### config.mk
export PLATFORM = sky130hd
export DESIGN_NAME = bmp_pixel_streamer
export DESIGN_NICKNAME = d
export VERILOG_FILES = /design/src/rtl/bmp_pixel_streamer.sv
export SDC_FILE = /design/constraint.sdc
export NUM_CORES = 1
export LEC_CHECK = 0
export BUFFER_PORTS_ARGS = -buffer_cell sky130_fd_sc_hd__buf_2
export CORE_UTILIZATION = 62
export DETAILED_ROUTE_END_ITERATION = 16
export HOLD_SLACK_MARGIN = 0.05
export PLACE_DENSITY = 0.85
export SLEW_MARGIN = 10
export SYNTH_ARGS = -nofsm -noshare
export SYNTH_HDL_FRONTEND = slang
export SYNTH_SLANG_ARGS = --single-unit
export TNS_END_PERCENT = 100
### constraint.sdc
create_clock -name clk_i -period 16.92 [get_ports clk_i]
set_clock_uncertainty 0.05 [all_clocks]
set_input_delay 2.538 -clock clk_i [delete_from_list [all_inputs] [get_ports clk_i]]
set_output_delay 2.538 -clock clk_i [all_outputs]
set_load 0.1 [all_outputs]
### src/rtl/bmp_pixel_streamer.sv
// BMP pixel-data streamer: packs BGR bytes into 24-bit pixels, strips row padding
// and tracks x/y coordinates, sync flags and a completed-frame counter.
module bmp_pixel_streamer #(
   parameter int unsigned PIXEL_SIZE = 24,
   parameter int unsigned WORD_SIZE  = 8,
   parameter int unsigned COORD_W    = 32,
   parameter int unsigned DIM_W      = 16
) (
   input  logic                  clk_i,
   input  logic                  reset_i,
   input  logic                  en_i,
   input  logic [DIM_W-1:0]      img_width_i,
   input  logic [DIM_W-1:0]      img_height_i,
   input  logic [WORD_SIZE-1:0]  byte_in_i,
   input  logic                  byte_valid_i,
   output logic                  byte_ready_o,
   output logic [PIXEL_SIZE-1:0] pixel_o,
   output logic                  pixel_valid_o,
   output logic [COORD_W-1:0]    x_o,
   output logic [COORD_W-1:0]    y_o,
   output logic                  hsync_o,
   output logic                  vsync_o,
   output logic [COORD_W-1:0]    frame_o,
   output logic                  cfg_err_o
);

   typedef enum logic [1:0] {StB0, StB1, StB2, StPad} state_e;

   localparam logic [COORD_W-1:0] One = COORD_W'(1);

   state_e                state_q, state_d;
   logic [WORD_SIZE-1:0]  b0_q, b0_d;
   logic [WORD_SIZE-1:0]  b1_q, b1_d;
   logic [COORD_W-1:0]    x_q, x_d;
   logic [COORD_W-1:0]    y_q, y_d;
   logic [COORD_W-1:0]    frame_q, frame_d;
   logic [DIM_W-1:0]      w_q, w_d;
   logic [DIM_W-1:0]      h_q, h_d;
   logic                  cfg_err_q, cfg_err_d;
   logic [1:0]            pad_cnt_q, pad_cnt_d;
   logic [PIXEL_SIZE-1:0] pixel_q, pixel_d;
   logic                  pixel_valid_q, pixel_valid_d;
   logic [COORD_W-1:0]    x_out_q, x_out_d;
   logic [COORD_W-1:0]    y_out_q, y_out_d;
   logic                  hsync_q, hsync_d;
   logic                  vsync_q, vsync_d;

   logic                  byte_ready;
   logic                  accept;
   logic                  frame_start;
   logic                  dims_bad;
   logic [COORD_W-1:0]    w_last;
   logic [COORD_W-1:0]    h_last;
   logic                  last_col;
   logic                  last_row;
   logic [1:0]            pad;

   assign byte_ready  = en_i && !cfg_err_q;
   assign accept      = byte_valid_i && byte_ready;
   assign frame_start = (state_q == StB0) && (x_q == '0) && (y_q == '0);
   assign dims_bad    = (img_width_i == '0) || (img_height_i == '0);
   assign w_last      = COORD_W'(w_q) - One;
   assign h_last      = COORD_W'(h_q) - One;
   assign last_col    = (x_q == w_last);
   assign last_row    = (y_q == h_last);
   // (4 - 3W mod 4) mod 4 reduces to W mod 4, since -3 == 1 (mod 4).
   assign pad         = w_q[1:0];

   // Next-state logic: byte FSM, coordinate/frame counters and registered pixel outputs.
   always_comb begin
      state_d       = state_q;
      b0_d          = b0_q;
      b1_d          = b1_q;
      x_d           = x_q;
      y_d           = y_q;
      frame_d       = frame_q;
      w_d           = w_q;
      h_d           = h_q;
      cfg_err_d     = cfg_err_q;
      pad_cnt_d     = pad_cnt_q;
      pixel_d       = pixel_q;
      pixel_valid_d = 1'b0;
      x_out_d       = x_out_q;
      y_out_d       = y_out_q;
      hsync_d       = hsync_q;
      vsync_d       = vsync_q;
      if (accept) begin
         unique case (state_q)
            StB0: begin
               if (frame_start) begin
                  w_d = img_width_i;
                  h_d = img_height_i;
               end
               if (frame_start && dims_bad) begin
                  // Bad geometry: drop the byte and stall until reset.
                  cfg_err_d = 1'b1;
               end else begin
                  b0_d    = byte_in_i;
                  state_d = StB1;
               end
            end
            StB1: begin
               b1_d    = byte_in_i;
               state_d = StB2;
            end
            StB2: begin
               pixel_d       = {byte_in_i, b1_q, b0_q};
               pixel_valid_d = 1'b1;
               x_out_d       = x_q;
               y_out_d       = y_q;
               hsync_d       = (x_q == '0);
               vsync_d       = (x_q == '0) && (y_q == '0);
               if (last_col) begin
                  x_d = '0;
                  y_d = last_row ? '0 : y_q + One;
                  if (pad != 2'd0) begin
                     state_d   = StPad;
                     pad_cnt_d = pad;
                  end else begin
                     state_d = StB0;
                     if (last_row) frame_d = frame_q + One;
                  end
               end else begin
                  x_d     = x_q + One;
                  state_d = StB0;
               end
            end
            StPad: begin
               if (pad_cnt_q == 2'd1) begin
                  state_d = StB0;
                  // y already wrapped to 0 only when this padding ends the frame.
                  if (y_q == '0) frame_d = frame_q + One;
               end else begin
                  pad_cnt_d = pad_cnt_q - 2'd1;
               end
            end
            default: state_d = StB0;
         endcase
      end
   end

   // State and output registers with asynchronous active-high reset.
   always_ff @(posedge clk_i or posedge reset_i) begin
      if (reset_i) begin
         state_q       <= StB0;
         b0_q          <= '0;
         b1_q          <= '0;
         x_q           <= '0;
         y_q           <= '0;
         frame_q       <= '0;
         w_q           <= '0;
         h_q           <= '0;
         cfg_err_q     <= 1'b0;
         pad_cnt_q     <= '0;
         pixel_q       <= '0;
         pixel_valid_q <= 1'b0;
         x_out_q       <= '0;
         y_out_q       <= '0;
         hsync_q       <= 1'b0;
         vsync_q       <= 1'b0;
      end else begin
         state_q       <= state_d;
         b0_q          <= b0_d;
         b1_q          <= b1_d;
         x_q           <= x_d;
         y_q           <= y_d;
         frame_q       <= frame_d;
         w_q           <= w_d;
         h_q           <= h_d;
         cfg_err_q     <= cfg_err_d;
         pad_cnt_q     <= pad_cnt_d;
         pixel_q       <= pixel_d;
         pixel_valid_q <= pixel_valid_d;
         x_out_q       <= x_out_d;
         y_out_q       <= y_out_d;
         hsync_q       <= hsync_d;
         vsync_q       <= vsync_d;
      end
   end

   assign byte_ready_o  = byte_ready;
   assign pixel_o       = pixel_q;
   assign pixel_valid_o = pixel_valid_q;
   assign x_o           = x_out_q;
   assign y_o           = y_out_q;
   assign hsync_o       = hsync_q;
   assign vsync_o       = vsync_q;
   assign frame_o       = frame_q;
   assign cfg_err_o     = cfg_err_q;

endmodule

==> impl_results.md <==
* Antenna violations before repair at 0
* Unrepaired setup endpoints after global routing: false
* # diodes at 0
* Vias per inst at 5.95
* Total congestion overflow at 0
* WP data required at 14,330 ps
* DRC at 0
* Post-DP HPWL at 19.0 mm
* Hold Crit Class: flip-flop to flip-flop
* IO Port Bufs at 168
* P&R area growth vs syn at 14.7%
* Synth warnings at 0
* CTS resizes at 0
* Area of the multi-input gates at 5600 sq um
* Largest net degree at the start of global routing at 117
* Num rows at 50
* Final ANT Viol Nets at 0
* Sequential share of the synthesized area at 50.3%
* Cells along the critical path: buf_2, nor2b_1, buf_2
* FMAX at 171 MHz
* Worst-Skew Late Latency at 510 ps
* Most used flip-flop cell after synthesis: dfrtp_1
* Peak VDD IR at 131 uV
* P_leak at 0.00706 uW
* Drt first pass iters at 5
* Crit Path Class: input port to output port
* Max-Cap Viols at 0
* CP Capture Type: output port
* RePlAce Congestion at 0.915
* Status: complete, no violations
* DP Area at 12,900 sq um
* Final hold slack at 417 ps
* Seq. cell area at 6010 sq um
* Final Hold Violating Endpoints at 0
* Cells after synthesis at 1,277
* Num CTS Buffers at 25
* Fraction of layout cells with a size suffix above 1 at 20.4%
* CTS tree: done
* Final Util at 73.0%
* Number of global-route vias before repair at 9,366
* First-pass GRT wire length at 46.6 mm
* Reg clk slew, reported paths at 60 ps
* Worst-Margin Slew at 1170 ps
* CP dominant cell by count: buf_2
* Mean Syn Cell Area at 9.35 sq um
* Die footprint at 19,800 sq um
* Die Y at 141 microns
* Setup TNS at 0 ps
* Top Ports at 169
* WL/cell at 16.9 microns
* Relative slew margins at 21.6%
* # hold bufs at CTS at 0
* Async S/R FF share, synth at 100%
* CTS Sinks at 240
* Nets at 1,465
* Most frequent cells in the layout: 325 x nand2_1, 240 x dfrtp_1, 168 x buf_2
* Htree depth at 1
* Tcrit/Tclk final at 34.5%
* Initial Util at 63.6%
* Critical path launch point type: input port
* DR iter-0 viols at 770
* Max FO, Critical Path at 2
* Mapped cell area at 11,900 sq um
* Die width at 141 microns
* Total nets after synthesis at 1,330
* PwrDens at 124 nW/um^2
* Min cycle time layout at 5840 ps
* Final Setup Violations at 0
* Post-CTS Repair Setup Buffers at 0
* Pwr Total at 1690 uW
* CTS Root Cell: clkbuf_16
* Crit path largest cell delay at 490 ps
* Final slew viol count at 0
* Filler cells at 1,352
* Post-synth EDFFs at 0
* WP data arrival at 3250 ps
* Yosys cell types at 70
* Finished Cell Area at 13,700 sq um
* Overall global routing resource usage at 28.9%
* Seq cells post-synth at 240
* Worst-case clock buffer depth at 3
* Area of the core at 18,800 sq um
* WL final at 28.0 mm
* Commonest non-fill, non-tap cell in the layout: nand2_1
* Vias post-DR at 9,889
* CP max stage cell: buf_2
-- worst max-delay path: cells and delay by family --
| family | cells | cell delay, ps |
|---|---|---|
| and+or+nand+nor | 1 | 140 |
| buffers and inverters | 2 | 580 |
-- per-stage QoR --
step	setup WS, ps	std cells
finish	11080	1662
global route	11030	1662
CTS	11080	1662
detailed placement	11080	1619
global placement	11080	1619
floorplan	7740	1277
-- state kept, by name, summed over array words and instances, names as in the netlist, 2 cells and up --
name	flops
w_q	16
y_o	32
y_q	32
h_q	16
pad_cnt_q	2
x_o	32
pixel_o	24
state_q	2
frame_o	32
b1_q	8
x_q	32
b0_q	8
-- cell families after synthesis --
group                      Yosys count  share of synthesized area, %
AOI/OAI and AO/OA                  135                          7.34
muxes                               53                          4.95
adders and majority gates            9                         0.943
buffers and inverters               88                          3.00
xor gates and xnor gates            97                          7.11
and+or+nand+nor                    655                          26.4
DFF                                240                          50.3
-- path summary, 6_finish.rpt --
path,startpoint,endpoint,slack [ps],depth (start not counted)
min in group asynchronous,reset_i,y_q[20],2130,2
worst max register to register,w_q[0],y_q[15],12050,11
worst min-delay path,frame_o[31],frame_o[31],420,1
worst min register to register,frame_o[31],frame_o[31],420,1
worst max-delay path,en_i,byte_ready_o,11080,3
max in group asynchronous,reset_i,b0_q[1],13140,3
-- final cells by class --
class	instances	share of cell area [%]
repair buffers	177	6.63
clock inverters	12	1.05
multi-input cells	949	40.8
flip-flops and latches	240	43.8
well taps	234	2.14
inverters	19	0.575
clock buffers	31	4.95
-- metal layers --
layer / global-route usage (%) / part of all wire, %
met5: 0 / 0
met4: 8.47 / 2.2
met3: 4.89 / 7.0
met2: 45.9 / 47
met1: 41.1 / 44
-- where the power goes --
group	internal, uW	switching [uW]
combinational	79.9	377
sequential	637	48.1
clock	329	223
total	1050	648
-- Yosys cell counts (3+ instances only) --
cell type / count / area [sq um]
and3_1: 21 / 131
xor2_1: 58 / 508
nand2b_1: 8 / 50.1
nor2b_1: 15 / 93.8
nand2_1: 326 / 1220
nor3_1: 30 / 150
buf_2: 8 / 40.0
or4_1: 8 / 60.1
ha_1: 9 / 113
nor4_1: 39 / 244
nand3_1: 40 / 200
o2bb2ai_1: 3 / 26.3
o21ai_0: 52 / 260
dfrtp_1: 240 / 6010
nor4b_1: 10 / 87.6
clkbuf_1: 51 / 191
or2_2: 4 / 25.0
buf_1: 6 / 22.5
mux2_2: 49 / 552
xnor2_1: 39 / 342
nand4b_1: 3 / 26.3
nand3b_1: 3 / 22.5
inv_1: 19 / 71.3
nand4_1: 23 / 144
a21oi_1: 22 / 110
mux2i_1: 4 / 40.0
a31oi_1: 5 / 31.3
nor3_2: 6 / 60.1
a31o_2: 3 / 26.3
and2_1: 7 / 43.8
nor3b_1: 4 / 30.0
and4_1: 11 / 96.3
or3_1: 12 / 75.1
a21o_1: 3 / 22.5
o21a_1: 4 / 30.0
nor2_1: 75 / 282
o31ai_1: 17 / 128
(Power assumes the default switching activity.)
